<file path="config.mk">
export PLATFORM = sky130hd
export DESIGN_NAME = life_scan_control
export DESIGN_NICKNAME = d
export VERILOG_FILES = /design/src/rtl/life_scan_control.sv
export SDC_FILE = /design/constraint.sdc
export NUM_CORES = 1
export LEC_CHECK = 0
export ABC_AREA = 1
export CORE_UTILIZATION = 54
export DETAILED_ROUTE_END_ITERATION = 6
export PLACE_DENSITY = 0.9
export SYNTH_ARGS = -nofsm -noshare
export SYNTH_HDL_FRONTEND = slang
export SYNTH_SLANG_ARGS = --single-unit
</file>
<file path="constraint.sdc">
create_clock -name clk -period 2.66 [get_ports clk]
set_input_delay 0.399 -clock clk [delete_from_list [all_inputs] [get_ports clk]]
set_output_delay 0.399 -clock clk [all_outputs]
set_load 0.005 [all_outputs]
</file>
<file path="src/rtl/life_scan_control.sv">
// -----------------------------------------------------------------------------
// life_scan_control
// Scan sequencer for the Game of Life update engine. The cell grid is held in
// nine banked memories with a 3x3 interleave:
//   bank    = (y mod 3)*3 + (x mod 3)
//   address = (y/3)*WIDTH_BLOCKS + x/3
// Each non-stalled SCAN cycle issues the nine neighbour reads for one cell.
// PIPE_DELAY advancing cycles later, the next state of that cell is written.
// The sequencer runs a requested number of generations. The read buffer
// flips after each generation (ping-pong frames).
//
// Ports
//   clk                 rising-edge clock
//   resetn              asynchronous active-low reset
//   start               begin a run (only looked at while idle)
//   wrap_mode           0 = dead border, 1 = toroidal (latched with start)
//   gen_count           generations to run (latched with start)
//   stall               freeze scan and pipeline for this cycle
//   busy                high from accepted start through the done cycle
//   done                one-cycle pulse at the end of a run
//   read_enable         per-bank neighbour read strobe
//   read_addr           per-bank read address, bank b at [b*ADDR_WIDTH +: ADDR_WIDTH]
//   data_valid          neighbour data present at the memory outputs
//   write_enable        one-hot next-state write strobe
//   write_addr          write address shared by all banks
//   frame_buffer_select buffer being read; writes target the other one
// -----------------------------------------------------------------------------
module life_scan_control #(
    parameter int WIDTH_BLOCKS  = 4,
    parameter int HEIGHT_BLOCKS = 4,
    parameter int ADDR_WIDTH    = 4,
    parameter int GEN_WIDTH     = 16,
    parameter int READ_LATENCY  = 1
) (
    input  logic                    clk,
    input  logic                    resetn,
    input  logic                    start,
    input  logic                    wrap_mode,
    input  logic [GEN_WIDTH-1:0]    gen_count,
    input  logic                    stall,
    output logic                    busy,
    output logic                    done,
    output logic [8:0]              read_enable,
    output logic [9*ADDR_WIDTH-1:0] read_addr,
    output logic                    data_valid,
    output logic [8:0]              write_enable,
    output logic [ADDR_WIDTH-1:0]   write_addr,
    output logic                    frame_buffer_select
);
    localparam int PIPE_DELAY = READ_LATENCY + 1;
    localparam int DRAIN_W    = $clog2(PIPE_DELAY + 1);
    localparam logic [ADDR_WIDTH-1:0] LAST_XB    = ADDR_WIDTH'(WIDTH_BLOCKS - 1);
    localparam logic [ADDR_WIDTH-1:0] LAST_YB    = ADDR_WIDTH'(HEIGHT_BLOCKS - 1);
    localparam logic [ADDR_WIDTH-1:0] ROW_STRIDE = ADDR_WIDTH'(WIDTH_BLOCKS);

    typedef enum logic [1:0] {IDLE, SCAN, DRAIN, FINISH} state_t;

    // One neighbour coordinate along one axis: in range, position within its
    // 3-cell block (selects the bank), and block index (forms the address).
    typedef struct packed {
        logic                  ok;
        logic [1:0]            m;
        logic [ADDR_WIDTH-1:0] b;
    } axis_t;

    state_t                 r_state, w_next_state;
    logic                   r_wrap;
    logic [GEN_WIDTH-1:0]   r_gen_target, r_gen;
    logic [DRAIN_W-1:0]     r_drain;
    logic                   r_frame;

    // The current cell is kept as (block, position-in-block) per axis.
    // Neighbour banks and addresses then follow without any divide by 3.
    logic [1:0]             r_xm, r_ym;
    logic [ADDR_WIDTH-1:0]  r_xb, r_yb;

    logic [PIPE_DELAY-1:0]  r_pv;
    logic [3:0]             r_pbank [PIPE_DELAY];
    logic [ADDR_WIDTH-1:0]  r_paddr [PIPE_DELAY];

    logic                   w_issue, w_last_col, w_last_row, w_drain_last, w_gen_last;
    logic [3:0]             w_own_bank;
    logic [ADDR_WIDTH-1:0]  w_own_addr;
    axis_t                  w_col [3];
    axis_t                  w_row [3];

    // Step one axis by dir (0 = -1, 1 = 0, 2 = +1). Past the edge, the result
    // wraps to the far side. It is flagged out of range unless wrapping is on.
    function automatic axis_t stepAxis(input logic [1:0] m, input logic [ADDR_WIDTH-1:0] b,
                                       input logic [ADDR_WIDTH-1:0] last, input logic wrap,
                                       input logic [1:0] dir);
        axis_t r;
        r.ok = 1'b1;
        r.m  = m;
        r.b  = b;
        if (dir == 2'd0) begin
            if (m != 2'd0) begin
                r.m = m - 2'd1;
            end else begin
                r.m = 2'd2;
                if (b != '0) begin
                    r.b = b - ADDR_WIDTH'(1);
                end else begin
                    r.b  = last;
                    r.ok = wrap;
                end
            end
        end else if (dir == 2'd2) begin
            if (m != 2'd2) begin
                r.m = m + 2'd1;
            end else begin
                r.m = 2'd0;
                if (b != last) begin
                    r.b = b + ADDR_WIDTH'(1);
                end else begin
                    r.b  = '0;
                    r.ok = wrap;
                end
            end
        end
        return r;
    endfunction

    always_ff @(posedge clk or negedge resetn) begin
        if (!resetn) r_state <= IDLE;
        else         r_state <= w_next_state;
    end

    always_comb begin
        w_next_state = r_state;
        w_issue      = (r_state == SCAN) && !stall;
        w_last_col   = (r_xm == 2'd2) && (r_xb == LAST_XB);
        w_last_row   = (r_ym == 2'd2) && (r_yb == LAST_YB);
        w_drain_last = (r_drain == DRAIN_W'(PIPE_DELAY - 1));
        w_gen_last   = ((r_gen + GEN_WIDTH'(1)) == r_gen_target);
        case (r_state)
            IDLE:    if (start) w_next_state = (gen_count != '0) ? SCAN : FINISH;
            SCAN:    if (!stall && w_last_col && w_last_row) w_next_state = DRAIN;
            DRAIN:   if (!stall && w_drain_last) w_next_state = w_gen_last ? FINISH : SCAN;
            FINISH:  w_next_state = IDLE;
            default: w_next_state = IDLE;
        endcase
    end

    // Run bookkeeping and the raster position. x runs fastest. A new
    // generation always restarts at (0,0). DRAIN waits only for the
    // pipeline to empty.
    always_ff @(posedge clk or negedge resetn) begin
        if (!resetn) begin
            r_wrap       <= 1'b0;
            r_gen_target <= '0;
            r_gen        <= '0;
            r_drain      <= '0;
            r_frame      <= 1'b0;
            r_xm         <= '0;
            r_xb         <= '0;
            r_ym         <= '0;
            r_yb         <= '0;
        end else begin
            case (r_state)
                IDLE: begin
                    if (start) begin
                        r_wrap       <= wrap_mode;
                        r_gen_target <= gen_count;
                        r_gen        <= '0;
                        r_drain      <= '0;
                        r_xm         <= '0;
                        r_xb         <= '0;
                        r_ym         <= '0;
                        r_yb         <= '0;
                    end
                end
                SCAN: begin
                    if (!stall) begin
                        if (r_xm != 2'd2) begin
                            r_xm <= r_xm + 2'd1;
                        end else begin
                            r_xm <= '0;
                            if (r_xb != LAST_XB) begin
                                r_xb <= r_xb + ADDR_WIDTH'(1);
                            end else begin
                                r_xb <= '0;
                                if (r_ym != 2'd2) begin
                                    r_ym <= r_ym + 2'd1;
                                end else begin
                                    r_ym <= '0;
                                    r_yb <= r_yb + ADDR_WIDTH'(1);
                                end
                            end
                        end
                    end
                end
                DRAIN: begin
                    if (!stall) begin
                        if (w_drain_last) begin
                            r_frame <= !r_frame;
                            r_gen   <= r_gen + GEN_WIDTH'(1);
                            r_drain <= '0;
                            r_xm    <= '0;
                            r_xb    <= '0;
                            r_ym    <= '0;
                            r_yb    <= '0;
                        end else begin
                            r_drain <= r_drain + DRAIN_W'(1);
                        end
                    end
                end
                default: ;
            endcase
        end
    end

    always_comb begin
        w_own_bank = ({2'b00, r_ym} * 4'd3) + {2'b00, r_xm};
        w_own_addr = (r_yb * ROW_STRIDE) + r_xb;
        for (int d = 0; d < 3; d++) begin
            w_col[d] = stepAxis(r_xm, r_xb, LAST_XB, r_wrap, 2'(d));
            w_row[d] = stepAxis(r_ym, r_yb, LAST_YB, r_wrap, 2'(d));
        end
    end

    // The three row offsets land on three different row-banks. The same holds
    // for columns. So each bank matches exactly one (dy,dx) neighbour.
    always_comb begin
        read_enable = '0;
        read_addr   = '0;
        if (w_issue) begin
            for (int b = 0; b < 9; b++) begin
                for (int dy = 0; dy < 3; dy++) begin
                    for (int dx = 0; dx < 3; dx++) begin
                        if (w_row[dy].ok && w_col[dx].ok &&
                            (w_row[dy].m == 2'(b / 3)) && (w_col[dx].m == 2'(b % 3))) begin
                            read_enable[b] = 1'b1;
                            read_addr[b*ADDR_WIDTH +: ADDR_WIDTH] = (w_row[dy].b * ROW_STRIDE) + w_col[dx].b;
                        end
                    end
                end
            end
        end
    end

    // Issue pipeline: stage i holds the cell issued i+1 advancing cycles ago.
    // A stall freezes every stage, so the memories see a consistent picture.
    always_ff @(posedge clk or negedge resetn) begin
        if (!resetn) begin
            r_pv <= '0;
            for (int i = 0; i < PIPE_DELAY; i++) begin
                r_pbank[i] <= '0;
                r_paddr[i] <= '0;
            end
        end else if (!stall) begin
            r_pv[0]    <= w_issue;
            r_pbank[0] <= w_own_bank;
            r_paddr[0] <= w_own_addr;
            for (int i = 1; i < PIPE_DELAY; i++) begin
                r_pv[i]    <= r_pv[i-1];
                r_pbank[i] <= r_pbank[i-1];
                r_paddr[i] <= r_paddr[i-1];
            end
        end
    end

    always_comb begin
        write_enable = '0;
        write_addr   = '0;
        if (r_pv[PIPE_DELAY-1] && !stall) begin
            write_enable = 9'(1) << r_pbank[PIPE_DELAY-1];
            write_addr   = r_paddr[PIPE_DELAY-1];
        end
    end

    assign data_valid          = r_pv[READ_LATENCY-1] && !stall;
    assign busy                = (r_state != IDLE);
    assign done                = (r_state == FINISH);
    assign frame_buffer_select = r_frame;

endmodule

</file>
==> metrics.md, run 1 <==
| Metric | Value |
|---|---|
| Post-synth cell types | 49 |
| Largest net degree at the start of global routing | 42 |
| H-tree depth | 3 |
| Num Clock Sinks | 68 |
| Failed at | global routing |
| CTS Buf Count | 9 |
| Total gr overflow | 148 |
| Synth top area share | 20.6% |
| Die height | 126 µm |
| Synth top area cells | nand2_1 21%, dfrtp_1 21%, a21oi_1 8.2% |
| DP Cell Count | 1925 |
| Vias in the first global route | around 17000 |
| Syn nets | 1474 |
| Synth warnings | 0 |
| Leading area contributor after synthesis | nand2_1 |
| Syn Area/Cell | about 5.8 µm² |
| Die X | 126 µm |
| Run status | did not finish |
| Seq cells post-synth | 68 |
| Stop err | [ERROR GRT-0116] Global routing finished with congestion. Check the congestion regions in the DRC Viewer. |
| Post-synthesis sequential area ratio | between 20% and 30% |
| # hold bufs at CTS | 0 |
| Cell Area, Synth | 8300 µm² |
| Synth Instances | between 1000 and 1500 |
| GRT Util Overall | 84.8% |
| Routability cong. | 1.17 |
| I/O pin count | 83 |
| DP Wirelength | between 20000 and 30000 µm |
| First-pass GRT wire length | 102000 µm |
| Initial Util | 56.2% |
| # port buffers | 82 |
| CTS root buffer | clkbuf_16 |
| CTS Buffer Depth | 2 |
| Row count | 44 |
layer usage:
| layer | track usage, % | overflow |
|---|---|---|
| met1 | 85.1 | 1 |
| met2 | 98.1 | 83 |
| met3 | 71.6 | 3 |
| met4 | 86.0 | 60 |
| met5 | 46.4 | 1 |
logic make-up after synthesis:
family | share of synthesized area [%]
AOI/OAI and AO/OA | 21.8
adders and majority gates | 4.40
and+or+nand+nor | 37.2
xor gates and xnor gates | 4.13
buffers and inverters | 11.9
DFF | 20.5
Yosys cell counts, drive strengths merged:
library cell / instances
dfrtp: 68
a32oi: 1
nand3b: 5
a2111oi: 1
nand3: 73
inv: 205
o21ai: 153
o41ai: 1
nor4: 11
clkbuf: 20
a31oi: 9
xnor2: 14
nand4: 18
o22ai: 19
clkinv: 2
and2: 1
o221ai: 1
nand2: 477
ha: 26
fa: 2
a211oi: 1
o211ai: 7
nor3: 15
buf: 20
o21bai: 4
nor2: 109
xor2: 20
o31ai: 6
a21oi: 136
metrics by stage:
step	worst slack, ns	instance area [µm²]	setup TNS [ns]
CTS	-0.623	13600	-18.56
floorplan	-0.00591	8410	-0.00591
detailed placement	-0.705	11400	-23.04
global placement	-0.552	11400	-17.48
what timing repair did:
| item | in CTS |
|---|---|
| gates cloned | 1 |
| resized for setup | 487 |
| endpoints found under the setup margin | 45 |
| buffers inserted | 120 |
| pin swaps | 120 |
==> inputs of run 2 (changes only) <==
--- a/config.mk
+++ b/config.mk
@@ -6,9 +6,9 @@
 export NUM_CORES = 1
 export LEC_CHECK = 0
 export ABC_AREA = 1
-export CORE_UTILIZATION = 54
+export CORE_UTILIZATION = 40
 export DETAILED_ROUTE_END_ITERATION = 6
-export PLACE_DENSITY = 0.9
+export PLACE_DENSITY_LB_ADDON = 0.15
 export SYNTH_ARGS = -nofsm -noshare
 export SYNTH_HDL_FRONTEND = slang
 export SYNTH_SLANG_ARGS = --single-unit
==> constraint.sdc (replaced) <==
create_clock -name clk -period 3.46 [get_ports clk]
set_input_delay 0.519 -clock clk [delete_from_list [all_inputs] [get_ports clk]]
set_output_delay 0.519 -clock clk [all_outputs]
set_load 0.005 [all_outputs]
==> run 2 against run 1 <==
  * Synthesized cell count stayed put
  * Synthesized area did not move
  * The flow now finishes, with violations (setup timing)
==> metrics.md, run 2 <==
| Metric | Value |
|---|---|
| Run status | finished, violations left |
| Failing checks | setup timing |
| Max-Cap Viols | 0 |
| Synth Instances | 1425 (unchanged) |
| Cell Area, Synth | 8300 µm² (unchanged) |
| Layout cell share with drive strength beyond 1 | 25.9% |
| # port buffers | 82 (unchanged) |
| Clock skew | 0.00734 ns |
| Routability cong. | 0.991 (-15%) |
| Post-synthesis sequential area ratio | 20.5% (unchanged) |
| Tmin final | 3.51 ns |
| First-pass GRT wire length | 57100 µm |
| Number of vias per cell | 5.48 |
| Post-synth cell types | 49 (unchanged) |
| Initial antenna violation count | 0 |
| HP Class | primary input to asynchronous set/reset pin |
| H-tree depth | 3 (unchanged) |
| CTS Buf Count | 9 (unchanged) |
| Die X | 146 µm (+16%) |
| Core footprint | 20300 µm² |
| Wire length on met2 | 15900 µm |
| Fin nets | 1718 |
| Synth cell count leaders | 456 x nand2_1, 174 x inv_1, 136 x a21oi_1, 128 x o21ai_0, 85 x nor2_1 |
| Worst R2R Start | r_gen[0] |
| # diodes | 0 |
| PnR Total Power | between 0.01 and 0.015 W |
| Crit-path cells | inv_2 -> ha_4 -> nand2_4 -> nand2_2 -> nor2_2 -> a21oi_2 -> buf_4 -> ha_4 -> clkinvlp_4 -> buf_4 -> buf_6 -> nor2_1 -> a21oi_1 -> nor2_1 -> o21bai_1 -> nand2_1 -> nand2_1 -> nand2_1 -> nand2_2 -> a21oi_2 -> buf_2 |
| Metal3 WL | ~3700 µm |
| Post-synth EDFFs | 0 (unchanged) |
| Most frequent cells in the layout | 433 x nand2_1, 159 x buf_4, 156 x inv_1 |
| Top_reg_cell synth | dfrtp_1 |
| Vias in the first global route | ~9800 |
| Area growth syn-to-layout | 42.7% |
| Non-filler cells, final | 1944 |
| Syn Area/Cell | 5.82 µm² (unchanged) |
| Die height | 146 µm (+16%) |
| Drc violations | 0 |
| Worst reg-to-reg setup slack | 1.03 ns |
| Async set-reset flop share out of synthesis | 100% (unchanged) |
| CTS Buffer Depth | 2 (unchanged) |
| Leakage | 5.95 nW |
| Slowest cell on the critical path | dfrtp_1 |
| Total gr overflow | 0 |
| Most frequent CP cell | nand2_1 |
| Routed WL per cell | 19.3 µm |
| Largest regs | r_gen (16), r_gen_target (16) |
| Leading area contributor after synthesis | nand2_1 |
| Synth top area cells | nand2_1 21%, dfrtp_1 21%, a21oi_1 8.2% |
| I/O pin count | 83 (unchanged) |
| DP Wirelength | 27300 µm (+3.1%) |
| Commonest non-fill, non-tap cell in the layout | nand2_1 |
| Wl on met1 | 16800 µm |
| FF-to-FF End | r_state[1] |
| Detailed Routing Iterations Pass 1 | 5 |
| Row count | 52 (+18%) |
| TritonCTS clock tree | done |
| Final Max Tran Viols | 0 |
| Uppermost routed layer | met4 |
| Clock latency at the later pin of the worst-skew pair | 0.34 ns |
| Critical path fanouts, max | 5 |
| Largest stage delay, worst path | 0.39 ns |
| RSZ-0062 raised after global routing | yes |
| Synth top area share | 20.6% (unchanged) |
| FMAX | 0.285 GHz |
| Slew @ Worst Pin | 0.878 ns |
| GRT Util Overall | 34.9% |
| DRT antenna net count | 0 |
| Largest net degree at the start of global routing | 69 |
| Worst-path clk slew | 0.06 ns |
| Drt total wl | 37400 µm |
| Num Clock Sinks | 68 (unchanged) |
| Via Count | between 10000 and 15000 |
| Most common cell in the netlist | nand2_1 |
| Rel. slew slack | around two fifths |
| Reg2reg path depth | 15 |
| Syn nets | 1474 (unchanged) |
| Critical Path Start Type | flop |
| Hold Vio Cnt, Final | 0 |
| DP Cell Count | 1882 (-2.2%) |
| Pwr Density | a little under 1000 nW/µm² |
| Die area | ~21000 µm² |
| CP arrival | between 2 and 3 ns |
| Worst setup margin | -0.0512 ns |
| Worst VDD drop | between 0.4 and 0.5 mV |
| Worst setup EP type | primary output |
| Final setup violation count | 4 |
| Seq cells post-synth | 68 (unchanged) |
| Setup CP Type | flop to primary output |
| Fin crit share | 101% |
| CP Data Required Time | 2.94 ns |
| Initial Util | 40.9% (-15 points) |
| Synth warnings | 0 (unchanged) |
| DR iter-0 viols | 849 |
| CTS root buffer | clkbuf_16 |
==> run 2: cell counts after synthesis <==
No cell type changed its count.
==> run 2: worst max-delay path, delay by kind of cell, from the launching register on <==
family / cells / cell delay (ns)
buf+inv: 6 / 0.81
simple gates: 9 / 0.70
fa+ha+maj: 2 / 0.44
flops: 1 / 0.39
compound gates: 4 / 0.32
==> run 2: logic make-up after synthesis <==
family	after synthesis	share of synthesized area (%)
simple gates	709	37.2
fa+ha+maj	28	4.40
compound gates	339	21.8
buf+inv	247	11.9
xor+xnor	34	4.13
flops	68	20.5
==> run 2: power breakdown <==
part | switching [W] | internal, W | total, W
Combinational | 0.00578 | 0.00366 | 0.00944
Clock | 0.000367 | 0.000561 | 0.000929
Sequential | 0.000154 | 0.00101 | 0.00116
Total | 0.00630 | 0.00523 | 0.0115
==> run 2: layout make-up <==
| type | count | area (µm²) |
|---|---|---|
| clock buffer | 9 | 225 |
| clock inverter | 7 | 76.3 |
| inverter | 207 | 813 |
| fill | 2089 | 8460 |
| timing repair buffer | 272 | 2390 |
| sequential | 68 | 1700 |
| multi-input combinational | 1111 | 6300 |
| tap | 270 | 338 |
==> run 2: through the flow <==
step / cell area [µm²] / util (%) / setup TNS [ns] / setup WS [ns] / hold slack [ns]
after floorplan: 8300 / - / 0 / 0.381 / 0.223
after global placement: 10400 / 51.3 / -0.799 / -0.113 / 0.456
after detailed placement: 10400 / 51.3 / -0.891 / -0.154 / 0.461
after CTS: 11300 / 55.5 / -0.670 / -0.117 / 0.415
after global routing: 11800 / 58.3 / -2.55 / -0.224 / 0.442
final: 11800 / 58.3 / -0.114 / -0.0512 / 0.375
==> run 2: what timing repair did <==
action / in CTS / in global routing
gates cloned: 1 / 2
pin swaps: 17 / 49
hold buffers: 0 / 0
resized for setup: 174 / 135
setup buffers: 25 / 20
setup endpoints to repair: 43 / 42
==> run 2: worst max path at each step <==
stage | from | to | slack (ns)
5_1_grt | r_yb[1] | read_addr[35] | -0.22
2_1_floorplan | r_xb[0] | read_addr[11] | 0.38
4_1_cts | r_xm[1] | read_addr[13] | -0.12
3_5_place_dp | r_xb[0] | read_addr[31] | -0.15
6_report | r_yb[1] | read_addr[26] | -0.05
3_3_place_gp | r_xm[0] | read_addr[31] | -0.11
==> run 2: per-layer routing <==
layer  vias to the layer above  track usage, %
met5                         -               0
met4                         0            9.58
met3                        72            5.91
met2                       505            53.1
met1                      4954            50.7
li1                       5119               -
Note: power is estimated with default switching activity, not from simulation.
